**src/rtl/extensor_de_sinal.sv**
```systemverilog
// -----------------------------------------------------------------------------
// extensor_de_sinal
//
// Widens an IN_W-bit immediate/offset field to an OUT_W-bit word by
// replicating its top bit. Offers:
//   - a zero-latency combinational result for the single-cycle datapath;
//   - a one-stage registered copy qualified by a valid flag;
//   - a registered word-offset copy (extended value shifted left by 2) for
//     the branch target adder.
//
// Parameters:
//   IN_W   input field width (>= 2 and < OUT_W)
//   OUT_W  output word width
//
// Ports:
//   clock      in   1      rising-edge clock
//   reset      in   1      synchronous, active-high reset
//   zext       in   1      (EXTENSOR_ZERO_EXT_EN only) 1 = zero-extend In
//   In         in   IN_W   immediate field to extend
//   in_valid   in   1      qualifies In for capture into the registered stage
//   Out        out  OUT_W  combinational extension of In
//   out_reg    out  OUT_W  registered extension of the last valid In
//   out_shl2   out  OUT_W  registered extension shifted left by 2
//   out_valid  out  1      high for one cycle after each captured In
//
// Optional feature: define EXTENSOR_ZERO_EXT_EN to add the zext input, which
// forces the upper bits of the extension to zero (andi/ori/xori immediates).
// The registered outputs capture Out, so zext affects them as well.
// -----------------------------------------------------------------------------
module extensor_de_sinal #(
    parameter int unsigned IN_W  = 16,
    parameter int unsigned OUT_W = 32
) (
    input  logic             clock,
    input  logic             reset,
`ifdef EXTENSOR_ZERO_EXT_EN
    input  logic             zext,
`endif
    input  logic [IN_W-1:0]  In,
    input  logic             in_valid,
    output logic [OUT_W-1:0] Out,
    output logic [OUT_W-1:0] out_reg,
    output logic [OUT_W-1:0] out_shl2,
    output logic             out_valid
);

    localparam int unsigned EXT_W = OUT_W - IN_W;

    logic             fill;
    logic [OUT_W-1:0] ext;
    logic [OUT_W-1:0] shl2_d;

    logic [OUT_W-1:0] out_reg_q;
    logic [OUT_W-1:0] out_shl2_q;
    logic             out_valid_q;

    // Extension: the fill bit is the field's sign bit unless zero-extension
    // is requested.
    always_comb begin
        fill = In[IN_W-1];
`ifdef EXTENSOR_ZERO_EXT_EN
        if (zext) begin
            fill = 1'b0;
        end
`endif
        ext    = {{EXT_W{fill}}, In};
        // Word offset: the top two bits of the extension fall off the end.
        shl2_d = {ext[OUT_W-3:0], 2'b00};
    end

    assign Out = ext;

    // Registered stage: reset wins over in_valid; values hold while idle but
    // the valid flag only marks the cycle right after a capture.
    always_ff @(posedge clock) begin
        if (reset) begin
            out_reg_q   <= '0;
            out_shl2_q  <= '0;
            out_valid_q <= 1'b0;
        end else begin
            out_valid_q <= in_valid;
            if (in_valid) begin
                out_reg_q  <= ext;
                out_shl2_q <= shl2_d;
            end
        end
    end

    assign out_reg   = out_reg_q;
    assign out_shl2  = out_shl2_q;
    assign out_valid = out_valid_q;

endmodule

```
**config.mk**
```make
export PLATFORM = sky130hd
export DESIGN_NAME = extensor_de_sinal
export DESIGN_NICKNAME = d
export VERILOG_FILES = /design/src/rtl/extensor_de_sinal.sv
export SDC_FILE = /design/constraint.sdc
export NUM_CORES = 1
export LEC_CHECK = 0
export ABC_CLOCK_PERIOD_IN_PS = 1550
export CAP_MARGIN = 10
export CORE_MARGIN = 5
export CORE_UTILIZATION = 27
export DETAILED_ROUTE_END_ITERATION = 8
export GPL_ROUTABILITY_DRIVEN = 0
export PLACE_DENSITY = 0.8
export SLEW_MARGIN = 30
export SYNTH_ARGS = -nofsm -noshare
export SYNTH_HDL_FRONTEND = slang
export SYNTH_SLANG_ARGS = --single-unit
export TNS_END_PERCENT = 50
```
**constraint.sdc**
```tcl
create_clock -name clock -period 1.55 [get_ports clock]
set_clock_uncertainty 0.2 [all_clocks]
set_input_delay 0.465 -clock clock [delete_from_list [all_inputs] [get_ports clock]]
set_output_delay 0.465 -clock clock [all_outputs]
set_load 0.05 [all_outputs]
```
Yosys cells after proc, flatten, opt, wreduce, memory -nomap -nowiden
Index checks and enable logic that the tools add are counted.
{"block": "totals", "reg_bits": 33, "inputBits": 19, "output_inout_bits": 97, "word_cells": 3}

Logic depth before layout (Yosys ltp)
{"block": "depth", "depth_word": 0, "ltp_mapped": 4, "mapped_depth_nobuf": 2}

Least setup slack after synthesis
Ideal clock, no wire load.
{"block": "synth_path", "kind": "register -> output", "from": "reg out_shl2[17] (netlist name)", "to": "out out_reg[16]", "path_buffers": 1, "t_arrival_ns": 1.462, "required_time_ns": 0.885, "setup_slack_ns": -0.577, "path_stages_with_launch": 2, "cell_sequence": "dfxtp_1 > buf_4"}
{"item": "to (decl)", "line": "42", "text": "output logic [OUT_W-1:0] out_reg,"}

==> results.cfg <==
[status]
outcome = finished, violations left
violations = negative setup slack

[drt]
routedWlPerCell_um = 16.02
detail-route-antenna-nets = 0
drtPass1Iterations = 3
vias_per_cell = 3.900
num_vias = 936
drt_wl_total_um = 3844
first_iter_violations = 20
drc = 0

[power]
p_per_area_mw_per_mm2 = 709.4
p_leak_nw = 1.369
ir_worst_vdd_uv = 479.4

[floorplan]
ioPinCount = 116
dieArea_mm2 = 0.005931
core_area_mm2 = 0.004354
row_count = 24
fp.dieW_um = 77.01
initial_core_util = 0.2784
die_h_um = 77.01

[logic_synthesis]
avgSynthCellArea_um2 = 8.981
netlist_top_cells_area = buf_4, dfxtp_1, mux2i_1
yosysUniqueCellTypes = 9
yosysSeqAreaShare = 0.2807
synth-seq-cells = 17
synthCells = 135
synthFlopType = dfxtp_1
synth_common_cells = buf_4, dfxtp_1, mux2i_1, nor2_1, buf_2
syn_area_mm2 = 0.001212
synth_top_cell_by_area = buf_4
yosysWarnings = 0
synth-edff-count = 0
synth_top_cell_area_share = 0.4954
yosys.cell_count.top_type = buf_4
async_reset_ff_frac = 0

[grt]
use_met1 = 0.1292
global_route.usage.met2 = 0.2504
top_usage_layer = met2
met3_usage = 0.01522
grt_pass1_wl_um = 5761
groute.usage.overall = 0.1244
grt_pass1_vias = 979
gr-total-overflow = 0
grt_antenna_before_repair = 0
grt_max_degree = 15

[worst_setup_path]
arrival_ns = 1.00
cp_max_fo = 8
start_kind = flip-flop
endpoint_kind = output port
critPathKind = reg2out
cp.required_ns = 0.88

[clocking]
numCtsBuffers = 3
cts_tree = built
clockRootBuffer = clkbuf_8
clk_latency_ns = 0.25
clock_path_buffers = 2
holdBufCountCts = 0
clkTransAtPathRegs_ns = 0.07
clock-sinks = 17
htreeDepth = 1

[sta]
max_freq_mhz = 600.3
rsz0062_at_grt = yes
final.period_utilization = 1.075
drv_slew = 0
setup_ws_ns = -0.1159
hold_slack_ns = 0.3344
finalHoldViolations = 0
min_period_ns = 1.666
setup_viol_count_final = 32

[finish]
drive_above_1_share = 0.7234
post-route-util = 0.7011
nFillCells = 277
synthToLayoutAreaGrowth_pct = 151.8
n_antenna_cell = 0
multiInputGateArea_um2 = 234.0
layout.nets = 208
seqCellArea_um2 = 362.8

[place]
portBuffers = 113
hpwl_um = 3302
post-place-ws_ns = -0.5074

[min_path]
min_path_type = in2reg

[flow_run]
max_cap_viol_count = 0
state kept, by name (all words and copies together) (netlist names):
name       flops
out_shl2      16
out_valid      1
timing repair:
action / CTS / global route
cloned: 2 / 0
buffers inserted: 0 / 0
setup endpoints to repair: 84 / 52
gates resized for setup: 54 / 10
final timing paths:
path | cells past startpoint | end | slack (ns) | start
setup / recovery | 2 | out_reg[28] | -0.12 | out_shl2[17]
hold reg to reg | 2 | out_shl2[11] | 0.36 | out_shl2[11]
setup reg to reg | 3 | out_shl2[17] | 0.51 | out_shl2[17]
hold / removal | 3 | out_shl2[12] | 0.33 | In[10]
logic make-up after synthesis:
kind of cell / after synthesis / synth area share
muxes: 16 / 0.1321
buffers and inverters: 84 / 0.5294
other: 1 / 0.003093
and+or+nand+nor: 17 / 0.05470
DFF: 17 / 0.2807
area by class of cell:
class,instances,share of cell area
flip-flops and latches,17,0.1189
clock buffers,3,0.01352
clock inverters,1,0.001639
well taps,52,0.02131
multi-input cells,35,0.07664
repair buffers,132,0.7680
worst max-delay path: stages (launching register included):
cell,delay [ns]
dfxtp_4,0.41
buf_8,0.18
buf_12,0.15
metal layers:
metal | vias to the layer above | share of wire
met5 | - | 0
met4 | 0 | 0.011
met3 | 2 | 0.053
met2 | 49 | 0.61
met1 | 440 | 0.32
li1 | 445 | -
power by group:
group          internal (W)  switching [W]  leakage (nW)  total, W
Combinational      0.000629       0.000687          1.20   0.00132
Sequential         0.000468      0.0000484         0.146  0.000516
Clock              0.000178       0.000155        0.0255  0.000333
Total               0.00128       0.000890          1.37   0.00217
cells in the final DEF, fill, tap and decap left out:
cell type          n
buf_12           100
buf_16             2
buf_4              9
buf_6              2
buf_8              2
clkbuf_2           1
clkbuf_8           3
clkdlybuf4s15_1   14
clkdlybuf4s50_1    1
clkinv_2           1
conb_1             2
dfxtp_1            1
dfxtp_2           15
dfxtp_4            1
dlymetal6s2s_1     1
mux2i_1           16
nor2_1            16
nor2b_1            1
metrics by stage:
stage          total power, W  setup TNS [ns]  instance area [um2]  cells
2_1_floorplan        0.001230         -0.4114                 1220    136
3_5_place_dp         0.001822          -15.35                 2903    234
3_3_place_gp         0.001806          -14.82                 2903    234
6_report             0.002166          -3.372                 3053    240
4_1_cts              0.002193          -3.818                 3037    240
5_1_grt              0.002238          -4.658                 3053    240
Note: power is estimated with default switching activity, not from simulation.
